--- config.mk ---
export PLATFORM = sky130hd
export DESIGN_NAME = plot_sequencer
export DESIGN_NICKNAME = d
export VERILOG_FILES = /design/src/rtl/plot_seq_pkg.sv /design/src/rtl/plot_seq_glyph_rom.sv /design/src/rtl/plot_sequencer.sv
export SDC_FILE = /design/constraint.sdc
export NUM_CORES = 1
export LEC_CHECK = 0
export BUFFER_PORTS_ARGS = -buffer_cell sky130_fd_sc_hd__buf_4
export CORE_MARGIN = 1.5
export CORE_UTILIZATION = 45
export DETAILED_ROUTE_END_ITERATION = 10
export GPL_TIMING_DRIVEN = 0
export PLACE_DENSITY = 0.68
export SLEW_MARGIN = 15
export SYNTH_ARGS = -nofsm -noshare
export SYNTH_HDL_FRONTEND = slang
export SYNTH_SLANG_ARGS = --single-unit
--- constraint.sdc ---
create_clock -name CLOCK_50 -period 4.3 [get_ports CLOCK_50]
set_clock_uncertainty 0.2 [all_clocks]
set_input_delay 1.29 -clock CLOCK_50 [delete_from_list [all_inputs] [get_ports CLOCK_50]]
set_output_delay 1.29 -clock CLOCK_50 [all_outputs]
set_load 0.005 [all_outputs]
--- src/rtl/plot_seq_pkg.sv ---
// Shared types and constants for the plot sequencer: state encoding, player palette,
// fixed pixel colours and the 5x7 digit glyphs (bit 34 = top-left, row-major).
package plot_seq_pkg;

    typedef enum logic [2:0] {
        IDLE,
        CLEAR1,
        PLAY,
        CLEAR2,
        WAIT_ORDER,
        GLYPH,
        END
    } seq_state_t;

    localparam int GLYPH_W = 5;
    localparam int GLYPH_H = 7;
    localparam int GLYPH_PIX = GLYPH_W * GLYPH_H;

    localparam logic [2:0] TIMER_COLOUR = 3'b111;
    localparam logic [2:0] CLEAR_COLOUR = 3'b000;

    localparam logic [2:0] PALETTE [0:7] = '{
        3'b001, 3'b010, 3'b100, 3'b110, 3'b011, 3'b101, 3'b111, 3'b001
    };

    // Entry d holds the glyph for digit d+1.
    localparam logic [34:0] DIGIT_BMP [0:7] = '{
        {5'b11100, 5'b00100, 5'b00100, 5'b00100, 5'b00100, 5'b00100, 5'b11111},
        {5'b01110, 5'b10001, 5'b00001, 5'b00010, 5'b00100, 5'b01000, 5'b11111},
        {5'b11110, 5'b00001, 5'b00001, 5'b01110, 5'b00001, 5'b00001, 5'b11110},
        {5'b00010, 5'b00110, 5'b01010, 5'b10010, 5'b11111, 5'b00010, 5'b00010},
        {5'b11111, 5'b10000, 5'b11110, 5'b00001, 5'b00001, 5'b10001, 5'b01110},
        {5'b00110, 5'b01000, 5'b10000, 5'b11110, 5'b10001, 5'b10001, 5'b01110},
        {5'b11111, 5'b00001, 5'b00010, 5'b00100, 5'b01000, 5'b01000, 5'b01000},
        {5'b01110, 5'b10001, 5'b10001, 5'b01110, 5'b10001, 5'b10001, 5'b01110}
    };

endpackage

--- src/rtl/plot_seq_glyph_rom.sv ---
// Combinational digit glyph lookup: digit index d (glyph of d+1) and pixel p -> lit bit.
module plot_seq_glyph_rom
    import plot_seq_pkg::*;
(
    input  logic [2:0] digit,
    input  logic [5:0] pix,
    output logic       bit_on
);

    logic [34:0] bmp;
    logic [5:0]  idx;

    assign bmp    = DIGIT_BMP[digit];
    assign idx    = 6'd34 - pix;
    assign bit_on = bmp[idx];

endmodule

--- src/rtl/plot_sequencer.sv ---
// Draw sequencer: clear, round-robin player/timer plotting, clear, ranked digit glyphs.
// Define PLOT_SEQ_CLEAR_PACE_EN to hold each clear pixel for CLEAR_WAIT+1 cycles.
module plot_sequencer
    import plot_seq_pkg::*;
#(
    parameter int NUM_PLAYERS = 4,
    parameter int X_W         = 8,
    parameter int Y_W         = 7,
    parameter int WIDTH       = 160,
    parameter int HEIGHT      = 120,
    parameter int CLEAR_WAIT  = 7999,
    parameter int GLYPH_X0    = 33,
    parameter int GLYPH_Y0    = 36,
    parameter int PITCH_X     = 30,
    parameter int PITCH_Y     = 12
) (
    input  logic                             CLOCK_50,
    input  logic                             reset,
    input  logic                             start,
    input  logic                             running,
    input  logic [NUM_PLAYERS*(X_W+Y_W)-1:0] pos,
    input  logic [X_W-1:0]                   timer_x,
    input  logic [3*NUM_PLAYERS-1:0]         ordered_colours,
    input  logic                             order_valid,
    output logic [X_W-1:0]                   x,
    output logic [Y_W-1:0]                   y,
    output logic [2:0]                       colour,
    output logic                             plot,
    output logic                             game_started,
    output logic                             done
);

    localparam int RANK_W = $clog2(NUM_PLAYERS);
    localparam int SLOT_W = $clog2(NUM_PLAYERS + 1);
    localparam int NSLOT  = 1 << RANK_W;

    seq_state_t                 state;
    logic [X_W-1:0]             cx, gbx;
    logic [Y_W-1:0]             cy, gby;
    logic [SLOT_W-1:0]          slot;
    logic [RANK_W-1:0]          grank;
    logic [5:0]                 gp;
    logic [2:0]                 gcol, grow;
    logic [3*NUM_PLAYERS-1:0]   col_lat;
    logic                       rom_bit, clr_emit, clr_adv;
    logic [RANK_W-1:0]          sidx;

    logic [X_W-1:0] px   [NSLOT];
    logic [Y_W-1:0] py   [NSLOT];
    logic [2:0]     pal  [NSLOT];
    logic [2:0]     rcol [NSLOT];

    for (genvar g = 0; g < NSLOT; g++) begin : g_unpack
        if (g < NUM_PLAYERS) begin : g_live
            assign px[g]   = pos[g*(X_W+Y_W)+Y_W +: X_W];
            assign py[g]   = pos[g*(X_W+Y_W) +: Y_W];
            assign pal[g]  = PALETTE[g];
            assign rcol[g] = col_lat[3*g +: 3];
        end else begin : g_pad
            assign px[g]   = '0;
            assign py[g]   = '0;
            assign pal[g]  = '0;
            assign rcol[g] = '0;
        end
    end

    assign sidx = slot[RANK_W-1:0];

    plot_seq_glyph_rom u_rom (
        .digit  (3'(grank)),
        .pix    (gp),
        .bit_on (rom_bit)
    );

`ifdef PLOT_SEQ_CLEAR_PACE_EN
    localparam int PACE_W = $clog2(CLEAR_WAIT + 2);
    logic [PACE_W-1:0] pace;

    // Free-runs only while clearing; wraps at the end of each hold so it is zero on entry.
    always_ff @(posedge CLOCK_50 or posedge reset) begin
        if (reset)
            pace <= '0;
        else if (state == CLEAR1 || state == CLEAR2)
            pace <= (pace == PACE_W'(CLEAR_WAIT)) ? '0 : pace + 1'b1;
    end

    assign clr_emit = (pace == '0);
    assign clr_adv  = (pace == PACE_W'(CLEAR_WAIT));
`else
    assign clr_emit = 1'b1;
    assign clr_adv  = 1'b1;
`endif

    always_ff @(posedge CLOCK_50 or posedge reset) begin
        if (reset) begin
            state        <= IDLE;
            x            <= '0;
            y            <= '0;
            colour       <= '0;
            plot         <= 1'b0;
            game_started <= 1'b0;
            done         <= 1'b0;
            cx           <= '0;
            cy           <= '0;
            slot         <= '0;
            grank        <= '0;
            gp           <= '0;
            gcol         <= '0;
            grow         <= '0;
            gbx          <= '0;
            gby          <= '0;
            col_lat      <= '0;
        end else begin
            case (state)
                IDLE, END: begin
                    plot <= 1'b0;
                    done <= (state == END);
                    if (start) begin
                        state        <= CLEAR1;
                        cx           <= '0;
                        cy           <= '0;
                        done         <= 1'b0;
                        game_started <= 1'b0;
                    end
                end
                CLEAR1, CLEAR2: begin
                    plot <= clr_emit;
                    if (clr_emit) begin
                        x      <= cx;
                        y      <= cy;
                        colour <= CLEAR_COLOUR;
                    end
                    if (clr_adv) begin
                        if (cy == Y_W'(HEIGHT - 1)) begin
                            cy <= '0;
                            if (cx == X_W'(WIDTH - 1)) begin
                                cx    <= '0;
                                slot  <= '0;
                                state <= (state == CLEAR1) ? PLAY : WAIT_ORDER;
                            end else begin
                                cx <= cx + 1'b1;
                            end
                        end else begin
                            cy <= cy + 1'b1;
                        end
                    end
                end
                PLAY: begin
                    plot         <= 1'b1;
                    game_started <= 1'b1;
                    if (slot == SLOT_W'(NUM_PLAYERS)) begin
                        x      <= timer_x;
                        y      <= Y_W'(HEIGHT - 1);
                        colour <= TIMER_COLOUR;
                        slot   <= '0;
                        if (!running)
                            state <= CLEAR2;
                    end else begin
                        x      <= px[sidx];
                        y      <= py[sidx];
                        colour <= pal[sidx];
                        slot   <= slot + 1'b1;
                    end
                end
                WAIT_ORDER: begin
                    plot <= 1'b0;
                    if (order_valid) begin
                        col_lat <= ordered_colours;
                        state   <= GLYPH;
                        grank   <= '0;
                        gp      <= '0;
                        gcol    <= '0;
                        grow    <= '0;
                        gbx     <= X_W'(GLYPH_X0);
                        gby     <= Y_W'(GLYPH_Y0);
                    end
                end
                GLYPH: begin
                    plot   <= 1'b1;
                    x      <= gbx + X_W'(gcol);
                    y      <= gby + Y_W'(grow);
                    colour <= rom_bit ? rcol[grank] : CLEAR_COLOUR;
                    // Rank is the inner loop; rank bases accumulate instead of multiplying.
                    if (grank == RANK_W'(NUM_PLAYERS - 1)) begin
                        grank <= '0;
                        gbx   <= X_W'(GLYPH_X0);
                        gby   <= Y_W'(GLYPH_Y0);
                        if (gp == 6'(GLYPH_PIX - 1)) begin
                            state <= END;
                        end else begin
                            gp <= gp + 1'b1;
                            if (gcol == 3'(GLYPH_W - 1)) begin
                                gcol <= '0;
                                grow <= grow + 1'b1;
                            end else begin
                                gcol <= gcol + 1'b1;
                            end
                        end
                    end else begin
                        grank <= grank + 1'b1;
                        gbx   <= gbx + X_W'(PITCH_X);
                        gby   <= gby + Y_W'(PITCH_Y);
                    end
                end
                default: state <= IDLE;
            endcase
        end
    end

endmodule

; Yosys cells after proc, flatten, opt, wreduce, memory -nomap -nowiden
; Memories as Yosys holds them, arrays and structs flattened.
; Cells that the tools add are included.
[word_totals]
elab_cells = 149
romBits = 280
register_bits = 83
input_bits = 85
memories = 1
[mem_list]
columns = memory, words, width, rd, rd_ports_with_merged_regs, write_ports, line_no
row1 = (no name shown), 8, 35, 1, 0, 0, plot_seq_glyph_rom.sv:13  ; assign bmp = DIGIT_BMP[digit];
[classes]
n_addsub = 12
n_lt_le_gt_ge = 4
n_bitwise = 3
n_mux = 70
n_eq_ne = 22
reduce_logical = 20
[op_table]
columns = cell, n
row1 = $mux 3, 25
row2 = $mux 35, 2
row3 = $mux 8, 8
row4 = $mux 7, 7
row5 = $pmux 8 s2, 2
row6 = $pmux 7 s2, 2
row7 = $pmux 8 s3, 1
row8 = $pmux 7 s3, 1
row9 = $ne 2x2->1 const B, 10
row10 = $mux 6, 3
row11 = $pmux 3 s2, 3
row12 = $bmux 8 s2, 1
row13 = $eq 3x3->1 const B, 5
row14 = $pmux 3 s5, 1
row15 = $bmux 7 s2, 1
row16 = $bmux 3 s2, 2
row17 = $pmux 6 s2, 1
row18 = $reduce_bool 2->1, 5
row19 = $add 3x1->3 const B, 3
row20 = $pmux 3 s3, 1
row21 = $add 8x1->8 const B, 1
row22 = $add 8x3->8, 1
row23 = $add 8x5->8 const B, 1
row24 = $eq 8x8->1 const B, 1
row25 = 31 further kinds, 43

; Longest topological paths before layout
; Gate-level depths: netlist (run 1).
[logic_depth]
ltp_word = 8
mapped_depth = 11
mapped_depth_nobuf = 8

; Modules after synthesis
; From an unflattened synthesis (run 1), not the netlist that was laid out.
[hier_totals]
hier_cells = 605
area_unflattened_um2 = 5721.7
[modules_own_cells]
columns = mod, area_each_um2, n_inst, cells_each
row1 = plot_sequencer, 5066.1, 1, 503
row2 = plot_seq_glyph_rom, 655.6, 1, 102

; Worst setup path before layout (run 1)
; Ideal clock, no wire load.
[synth_timing]
path_type = flip-flop to flip-flop
start = register gp[0]
end = register colour[2]
setup_time_ps = 126
arrival_time_ps = 2445
path_slack_ps = 1529
stages_incl_launch_ff = 11
path_cell_list = dfrtp_1 > buf_2 > inv_1 > ha_1 > buf_2 > nand2_1 > o21ai_0 > mux4_2 > a222oi_1 > a2111oi_2 > a221o_1
[synth_between]
elab_chain_cells = 5
[synth_rtl]
columns = item, line_no
row1 = from (decl), plot_sequencer.sv:42  ; logic [5:0] gp;
row2 = from (signal assigned), plot_sequencer.sv:191  ; gp <= gp + 1'b1;
row3 = $sub 6x6->6, plot_seq_glyph_rom.sv:14  ; assign idx = 6'd34 - pix;
row4 = $bmux 1 s6, plot_seq_glyph_rom.sv:15  ; assign bit_on = bmp[idx];
row5 = $mux 1 (not written as such), plot_seq_glyph_rom.sv:15
row6 = $mux 3, plot_sequencer.sv:182  ; colour <= rom_bit ? rcol[grank] : CLEAR_COLOUR;
row7 = $pmux 3 s3, plot_sequencer.sv:114  ; case (state)
row8 = to (signal assigned), plot_sequencer.sv:161  ; colour <= pal[sidx];
row9 = to (signal assigned), plot_sequencer.sv:182
row10 = to (decl), plot_sequencer.sv:27  ; output logic [2:0] colour,
; No other way between the ends. The select of a mux whose other input is x is not followed.
; A chain may end at the register's enable or synchronous reset.

; Worst setup path in the final report (run 1)
[layout_timing]
start = register slot[1]
end = register y[0]
[layout_between]
elab_chain_cells = 6
elab_cells_between_ends = 7
classes_between = 1 x eq/ne / 5 x mux / 1 x bitwise
[layout_rtl]
columns = item, line_no
row1 = from (decl), plot_sequencer.sv:40  ; logic [SLOT_W-1:0] slot;
row2 = from (signal assigned), plot_sequencer.sv:162  ; slot <= slot + 1'b1;
row3 = $not 2->3 (not written as such), plot_sequencer.sv:160  ; y <= py[sidx];
row4 = $bmux 7 s2, plot_sequencer.sv:160
row5 = $mux 7 (not written as such) (2 in a row), plot_sequencer.sv:160
row6 = $mux 7 (*), plot_sequencer.sv:151  ; if (slot == SLOT_W'(NUM_PLAYERS)) begin
row7 = $pmux 7 s3 (*), plot_sequencer.sv:114
row8 = to (signal assigned), plot_sequencer.sv:130  ; y <= cy;
row9 = to (signal assigned), plot_sequencer.sv:153  ; y <= Y_W'(HEIGHT - 1);
row10 = to (signal assigned), plot_sequencer.sv:160
row11 = to (decl), plot_sequencer.sv:26  ; output logic [Y_W-1:0] y,
; Mark *: on every way between the ends. The rest lies on a longest branch, timed or not. The select of a mux whose other input is x is not followed.

==> run metrics, run 1 <==
status=finished clean; Slew Limit Headroom=0.4368; Global Route met3 Usage=0.05115; synthesized area=a little over 5000 um^2; Post-Synth Adder-Cell Area=0.05476; r2r startpoint=slot[1]; port bufs=105; VDD IR max=0.3370 mV; ys flop type=dfrtp_1; Die Ht=110.1 um; Starting Density=0.4681; Core Area=11030 um^2; Synthesized Nets=between 600 and 700; post-synthesis cell type count=slightly above 60; measured slew at the worst slew-check pin=0.8392 ns; post-synthesis simple-gate area fraction=0.1667; Critical-path top delay cell=buf_1; CTS H-Tree Depth=3; CTS Buf Count=9; Finished Layout Cells=811; vias per cell=5.836; asr flop ratio synth=1.000; Clk pin slew, worst setup/hold paths=0.06 ns; global-route usage over all layers=0.2574; Area after DPL=between 6000 and 7000 um^2; Routed WL=between 15000 and 20000 um; initial antenna violation count=0; met1 Usage GRT=0.3496; worst reg-to-reg setup slack=1.00 ns; Placed Cells=797; Post-route DRC=0; Post-CTS Hold Fix Bufs=0; crit path kind=flop to flop; flops & latches, synth=between 80 and 90; TritonCTS clock tree=yes; clk sinks=81; CTS Buffer Depth=2; full die area=12130 um^2; worst r2r dst=y[0]; fin area=6449 um^2; min Tclk post-route=3.296 ns; gp weighted congestion=0.8968; Worst EP required=4.31 ns; GRT busiest layer=met2; worst path arrival time=between 3 and 4 ns; TritonRoute pass-1 iters=5; CP Capture Type=flop; crit-path cells=clkbuf_1, buf_1, inv_1, ha_1, nand2_1, clkbuf_1, nand2_1, o221ai_1, o21ai_0; synthesis-to-finish area growth=24.88%; register area share after synthesis=0.3925; worst min path class=flop to flop; CP max stage delay=0.51 ns; Fin. Hold Viols=0; largest net degree at the start of global routing=47; XOR/XNOR Fraction of Synth Area=0.04434; M2 GR Usage=0.4073; critical path peak fanout=10; Synth Area in Compound Gates=0.1839; FP Rows=38; antenna fix cells=0; RSZ-0062 raised after global routing=no; final-report setup violation count=0; Crit path max-delay family=buffers and inverters; Slew Viols, Final=0; root buf cell=clkbuf_16; static leakage=just under 3 nW; clk_lat worst skew=about 0.34 ns; post-CTS setup repair buffer count=0; WP depth=9; Setup crit start kind=flop; worst r2r path cells=9; Final period util=0.7665; number of synthesized flops with an enable pin=0; Nets=around 780; Buf/Inv on CP=4; WHS Endpoint=y[3]; HP Start=y[3]; Vias=4733; Max Cap Viol=0; gr ovfl total=0; Final HPWL DP=11580 um; Synth Instances=551; number of global-route vias before repair=4644; worst hold stages=2; fraction of layout cells with a size suffix above 1=0.2563; starting DRC count in detailed routing=280; post-synthesis average cell area=around 9.4 um^2; chip width=110.1 um; first-pass GRT wire length=23550 um; pwr dens=704.2 nW/um^2; Resized Gates After CTS=0; multiplexer share of the synthesized area=0.1153; I/O Pins=106; fmax=303.4 MHz; routed length per instance=between 15 and 20 um; DRT antenna net count=0; Yosys warning count=0; main combinational cell family by area after synthesis=compound AO/OA/AOI/OAI gates
## final cells by class
type,count,area (um^2)
clock inverters,4,70.07
plain buffers,33,147.6
multi-input cells,418,2918
repair buffers,106,808.3
inverters,19,73.82
fillers,989,4582
well taps,140,175.2
clock buffers,10,229.0
flip-flops and latches,81,2027
## per-layer routing
layer	part of all wire	vias to the layer above	wire length (um)
met2	0.48	153	7238
met1	0.45	2318	6736
met3	0.055	24	828
met4	0.021	0	318
li1	-	2238	-
met5	0	-	0
## worst max-delay path by stage
stage | slack, ns | from | end
after floorplan | 0.73 | reset | col_lat[0]
after global placement | -0.34 | reset | plot
after detailed placement | 1.01 | order_valid | gbx[7]
after CTS | 1.07 | slot[1] | y[0]
after global routing | 0.81 | slot[1] | y[0]
final | 1.00 | slot[1] | y[0]
## registers in the layout, indices dropped and copies added, names as in the netlist, 2 cells and up
signal   flops
col_lat     12
colour       3
cx           8
cy           7
gbx          8
gby          5
gcol         3
gp           6
grank        2
grow         3
slot         3
state        3
x            8
y            7
## cells in the mapped netlist, types with 6 or more instances
cell | number | area share
nand3_1 | 12 | 0.012
mux4_2 | 19 | 0.083
a21oi_1 | 22 | 0.021
xnor2_1 | 14 | 0.024
nor3_1 | 13 | 0.013
xor2_1 | 9 | 0.015
mux2_2 | 14 | 0.031
nand2_1 | 75 | 0.055
or3_1 | 6 | 0.0073
buf_2 | 10 | 0.0097
nor2_1 | 44 | 0.032
nand2b_1 | 6 | 0.0073
o22ai_1 | 7 | 0.0085
clkbuf_1 | 19 | 0.014
o31ai_1 | 7 | 0.010
dfrtp_1 | 81 | 0.39
ha_1 | 21 | 0.051
and3_1 | 7 | 0.0085
nor2b_1 | 7 | 0.0085
inv_1 | 19 | 0.014
a31oi_1 | 10 | 0.012
o21ai_0 | 61 | 0.059
## where the power goes
part           internal, mW  leakage, nW  switching (mW)  total (mW)
sequential             1.06         1.03           0.230        1.29
combinational          1.06         1.72            1.39        2.44
clock                 0.500        0.148           0.306       0.806
total                  2.62         2.90            1.92        4.54
## through the flow
stage / util / hold WS, ns / setup TNS (ns) / total power, mW / worst slack (ns)
after global routing: 0.5846 / 0.3079 / 0 / 4.862 / 0.8149
after floorplan: - / 0.2413 / 0 / 2.938 / 0.7299
final: 0.5846 / 0.2863 / 0 / 4.541 / 1.004
after global placement: 0.5555 / 0.2614 / -26.89 / 3.639 / -0.3364
after CTS: 0.5846 / 0.2909 / 0 / 4.545 / 1.065
after detailed placement: 0.5575 / 0.2766 / 0 / 3.712 / 1.008
## placed cells by master (no fill, tap or decap), drive strengths merged, types with 19 or more instances in the layout
master  Yosys  routed
dfrtp      81      81
nor2       44      44
ha         21      21
inv        19      19
buf        14     120
nand2      75      75
clkbuf     19      29
mux4       19      19
a21oi      22      22
o21ai      64      64
## worst reg2reg max path: stages, from the launching register on
cell,delay (ns)
dfrtp_1,0.34
clkbuf_1,0.42
buf_1,0.51
inv_1,0.14
ha_1,0.24
nand2_1,0.16
clkbuf_1,0.46
nand2_1,0.28
o221ai_1,0.30
o21ai_0,0.11
## logic make-up (layout without fill, tap and decap cells)
family / after synthesis / count (layout)
flops: 81 / 81
xor+xnor: 24 / 24
mux: 34 / 34
buf+inv: 52 / 172
compound gates: 150 / 150
simple gates: 188 / 188
fa+ha+maj: 22 / 22
Power figures use the tool's default switching activity.
==> inputs of run 2 (changes only) <==
- ABC_AREA: not set -> 1
- PLACE_DENSITY: 0.68 -> 0.67
- clock period: 4.3 -> 3.05 ns (I/O delays scaled with it)
==> run 2 against run 1 <==
Effect of this change: the flow now finishes with violations (design-rule violations); clock power is 50% higher; highest routed layer unchanged; sequential cell count stayed put; fmax is 22% higher; power decreased by 47%; clock-buffer cell count is 3 higher; routed wire length up 5.5%; synthesized cell count grew 30%; cell count increased by 21%.
==> run metrics, run 2 <==
final worst slack=about 0.34 ns; chip width=roughly 110 um; count leader, synth=nand2_1; ys flop type=dfrtp_1; Clk pin slew, worst setup/hold paths=0.06 ns; number of global-route vias before repair=5230; worst path arrival time=2.71 ns; min Tclk post-route=2.711 ns; CTS H-Tree Depth=3; flops & latches, synth=81; setup total negative slack=0 ns; CP Capture Type=flop; TritonRoute pass-1 iters=8; root buf cell=clkbuf_16; Synth Instances=715; clk sinks=between 80 and 90; measured slew at the worst slew-check pin=0.5915 ns; Die Ht=112.0 um; antenna fix cells=0; failing checks=design-rule violations; worst min path class=flop to flop; sequential share of power=0.447; Final period util=0.8889; Biggest register=col_lat; largest cells by area after synthesis=dfrtp_1, nand2_1, o21ai_0, nor2_1, nand3_1; fin area=around 6700 um^2; commonest non-fill, non-tap cell in the layout=nand2_1; I/O Pins=106; Yosys warning count=0; asr flop ratio synth=1.000; number of synthesized flops with an enable pin=0; Post-route DRC=7; Top cell by count, worst path=inv_1; VDD IR max=around 0.30 mV; final-report setup violation count=0; Critical-path top delay cell=dfrtp_1; FP Rows=39; pre-CTS setup slack=0.06046 ns; Fin. Hold Viols=0; register area share after synthesis=0.3792; vias per cell=5.616; Vias=about 5500; crit path kind=flop to flop; global-route usage over all layers=0.2619; Total Power=2.407 mW; post-synthesis average cell area=around 7.5 um^2; post-synthesis cell type count=50; fmax=368.8 MHz; Yosys top cell area share=0.3792; initial antenna violation count=0; first-pass GRT wire length=~26000 um; WHS=0.2711 ns; Starting Density=0.4641; synthesized area=5345 um^2; clock share of power=0.502; static leakage=3.366 nW; Max Cap Viol=0; worst reg-to-reg setup slack=around 0.34 ns; synthesis-to-finish area growth=24.98%; Buf/Inv on CP=2; Synthesized Nets=822; Routed WL=approximately 16000 um; fraction of layout cells with a size suffix above 1=0.2096; Area after DPL=between 6000 and 7000 um^2; CP max stage delay=0.55 ns; Crit path max-delay family=simple AND/OR/NAND/NOR gates; Nets=938; status=finished with violations; sw frac=0.1965; starting DRC count in detailed routing=just under 500; routed length per instance=16.32 um; gr ovfl total=0; storage element area=2027 um^2; Fillers=1059; pwr dens=360.3 nW/um^2; Synth area leader=dfrtp_1; RSZ-0062 raised after global routing=no; commonest cells after routing, fill and taps aside=nand2_1, buf_4, dfrtp_1; Slew Limit Headroom=0.6057; max reg flops=12; Switch Pwr=473.0 uW; Logic pwr share=0.052; gp weighted congestion=0.9332; Setup crit start kind=flop; port bufs=105; TritonCTS clock tree=yes; CTS Buffer Depth=2; clk_lat worst skew=roughly 0.34 ns; Worst EP required=3.05 ns; most frequent cells after synthesis=nand2_1, dfrtp_1, nor2_1; crit-path cells=inv_1, ha_1, nand2_1, inv_1, nor2_1, nand3_1, o211ai_1, o31ai_1; critical path peak fanout=14; largest net degree at the start of global routing=36; DRT antenna net count=0; Internal=1.934 mW; Core Area=11520 um^2; full die area=12540 um^2; Slew Viols, Final=0; Multi-input gate area=2872 um^2; Final HPWL DP=between 10000 and 15000 um; CTS Buf Count=9
[run 2: path summary, 6_finish.rpt]
path | cells past startpoint | end | startpoint
worst min register to register | 2 | col_lat[7] | col_lat[7]
max in group asynchronous | 3 | cy[4] | reset
worst min-delay path | 2 | col_lat[7] | col_lat[7]
min in group asynchronous | 2 | gbx[1] | reset
worst max register to register | 8 | y[0] | slot[1]
worst max-delay path | 8 | y[0] | slot[1]
[run 2: area by class of cell]
type | instances | share of cell area
Sequential cell | 81 | 0.3034
Inverter | 79 | 0.04683
Clock buffer | 13 | 0.04046
Buffer | 24 | 0.01967
Tap cell | 143 | 0.02678
Multi-Input combinational cell | 529 | 0.4299
Clock inverter | 2 | 0.008990
Timing Repair Buffer | 107 | 0.1240
[run 2: tightest hold or removal path: stages, from the launching register on]
cell     delay [ns]
dfrtp_1        0.34
nand2_1        0.05
nand2_1        0.05
[run 2: power by group through the flow]
| stage | Combinational (mW) | Sequential (mW) | Clock (mW) |
|---|---|---|---|
| 2_1_floorplan | 0.0274 | 1.09 | 0 |
| 3_3_place_gp | 0.119 | 1.09 | 0 |
| 3_5_place_dp | 0.126 | 1.09 | 0 |
| 4_1_cts | 0.127 | 1.07 | 1.23 |
| 5_1_grt | 0.137 | 1.07 | 1.27 |
| 6_report | 0.125 | 1.07 | 1.21 |
[run 2: kinds of logic after synthesis]
| group | Yosys count | share of synthesized area |
|---|---|---|
| buffers and inverters | 105 | 0.08357 |
| AOI/OAI and AO/OA | 156 | 0.1714 |
| muxes | 1 | 0.002808 |
| DFF | 81 | 0.3792 |
| and+or+nand+nor | 338 | 0.2905 |
| adders and majority gates | 22 | 0.05290 |
| xor gates and xnor gates | 12 | 0.01966 |
[run 2: timing repair]
item                       in CTS  in global routing
resized for setup               0                  2
setup endpoints to repair       0                 19
buffers inserted                0                  0
hold buffers                    0                  0
[run 2: metrics by stage]
stage / instances / util
6_report: 978 / 0.5801
5_1_grt: 978 / 0.5801
4_1_cts: 980 / 0.5806
3_5_place_dp: 965 / 0.5519
3_3_place_gp: 963 / 0.5485
2_1_floorplan: 715 / -
[run 2: metal layers]
metal	track usage	wire length [um]
met5	0	0
met4	0.08945	291
met3	0.03157	1036
met2	0.4210	7484
met1	0.3690	7147
==> inputs of run 3 (changes only) <==
- CELL_PAD_IN_SITES_DETAIL_PLACEMENT: not set -> 1
- CELL_PAD_IN_SITES_GLOBAL_PLACEMENT: not set -> 1
- CORE_UTILIZATION: 45 -> 40
- PLACE_DENSITY: 0.67 -> not set
- PLACE_DENSITY_LB_ADDON: not set -> 0.1
==> run 3 against run 2 <==
Effect of this change: the run now ends clean; non-clock buffer count unchanged; fmax decreased by 4.0%; cell count increased by 3.5%; combinational power increased by 4%; via count shrank 0.64%; sequential cell count unchanged; die area increased by 12%; global-route usage grew 0.54 points; register-to-register slack lost 0.11 ns; power fell by 1.8%; critical endpoint unchanged.
==> run metrics, run 3 (synthesis gave the netlist of run 2 again) <==
first-pass GRT wire length=29540 um; critical path capture point=y[0]; clk sinks=81; worst reg-to-reg setup slack=around 0.23 ns; worst hold stages=2; pwr dens=around 350 nW/um^2; final-report setup violation count=0; Final HPWL DP=approximately 14000 um; synthesis-to-finish area growth=25.89%; Post-CTS Hold Fix Bufs=0; Final period util=0.9260; storage element area=2027 um^2; met2 wire len=8566 um; Clk pin slew, worst setup/hold paths=0.07 ns; root buf cell=clkbuf_16; Total Power=2.363 mW; WHS=0.2805 ns; VDD IR max=0.2289 mV; gp weighted congestion=0.8707; gr ovfl total=0; Post-route DRC=0; Routed WL=17970 um; DRT met1 WL=8126 um; max reg flops=12; Max Cap Viol=0; CTS Buf Count=9; Area after DPL=6425 um^2; Placed Cells=999; pre-CTS setup slack=-0.04890 ns; commonest non-fill, non-tap cell in the layout=nand2_1; Slew Viols, Final=0; setup total negative slack=0 ns; initial antenna violation count=0; global-route usage over all layers=0.2673; TritonCTS clock tree=yes; status=finished clean; Core Area=13140 um^2; Fillers=1681; I/O Pins=around 110; Starting Density=0.4069; r2r startpoint=slot[1]; CTS H-Tree Depth=3; worst min path class=flop to flop; starting DRC count in detailed routing=276; Die Ht=118.6 um; static leakage=3.371 nW; RSZ-0062 raised after global routing=no; Vias=between 5000 and 6000; routed length per instance=17.76 um; FP Rows=42; worst r2r path cells=8; Worst EP required=between 3 and 4 ns; CP Capture Type=flop; CP Launch Point=slot[1]; chip width=118.6 um; fmax=~350 MHz; DRT antenna net count=0; CTS Buffer Depth=2; Nets=between 900 and 1000; vias per cell=about 5.4; Fin. Hold Viols=0; TritonRoute pass-1 iters=4; critical path peak fanout=14; worst r2r dst=y[0]; commonest cells after routing, fill and taps aside=nand2_1, buf_4, dfrtp_1; crit path kind=flop to flop; final core utilization=0.5122; fin area=6729 um^2; Multi-input gate area=2872 um^2; clk_lat worst skew=0.35 ns; Biggest register=col_lat; port bufs=105; full die area=14060 um^2; antenna fix cells=0; worst path arrival time=~2.8 ns; final worst slack=0.2258 ns; Setup crit start kind=flop; DR WL met3=818 um; fraction of layout cells with a size suffix above 1=0.2129; Max Used Layer=met4; Slew Limit Headroom=0.5964; number of global-route vias before repair=approximately 5700; largest net degree at the start of global routing=26; Finished Layout Cells=1012; measured slew at the worst slew-check pin=~0.61 ns; min Tclk post-route=2.824 ns
==> run 3: cell count changes in the layout (fill, tap and decap cells not counted), sizes merged <==
cell,change
clkinv,+3
buf,+1
inv,+1
clkbuf,-3
bufinv,-1
==> run 3: layout make-up <==
cell class / instances / share of cell area
Multi-Input combinational cell: 529 / 0.4267
Clock inverter: 5 / 0.009111
Timing Repair Buffer: 108 / 0.1272
Inverter: 79 / 0.04649
Tap cell: 176 / 0.03273
Clock buffer: 11 / 0.03756
Buffer: 23 / 0.01897
Sequential cell: 81 / 0.3012
==> run 3: worst max-delay path, stage by stage, from the launching register on <==
cell	delay [ns]
dfrtp_1	0.56
inv_1	0.31
ha_1	0.30
nand2_1	0.32
inv_1	0.25
nor2_1	0.31
nand3_1	0.12
o211ai_1	0.20
o31ai_1	0.11
==> run 3: per-layer routing <==
metal  track usage  vias up
li1              -     2621
met1        0.3599     2669
met2        0.4368      135
met3       0.04778       32
met4       0.08660        0
met5             0        -
==> run 3: how the worst min path moves through the flow <==
| stage | start | endpoint |
|---|---|---|
| 6_report | col_lat[6] | col_lat[6] |
| 5_1_grt | col_lat[9] | col_lat[9] |
| 4_1_cts | col_lat[0] | col_lat[0] |
| 3_5_place_dp | gbx[0] | gbx[0] |
| 3_3_place_gp | gbx[0] | gbx[0] |
| 2_1_floorplan | gbx[0] | gbx[0] |
==> run 3: power breakdown <==
group          switching (mW)  internal (mW)
combinational          0.0477         0.0826
sequential                  0           1.07
clock                   0.475          0.684
total                   0.523           1.84
==> run 3: timing repair <==
item,4_1_cts,5_1_grt
setup buffers,0,0
cloned,0,0
resized for setup,1,0
endpoints found under the setup margin,3,10
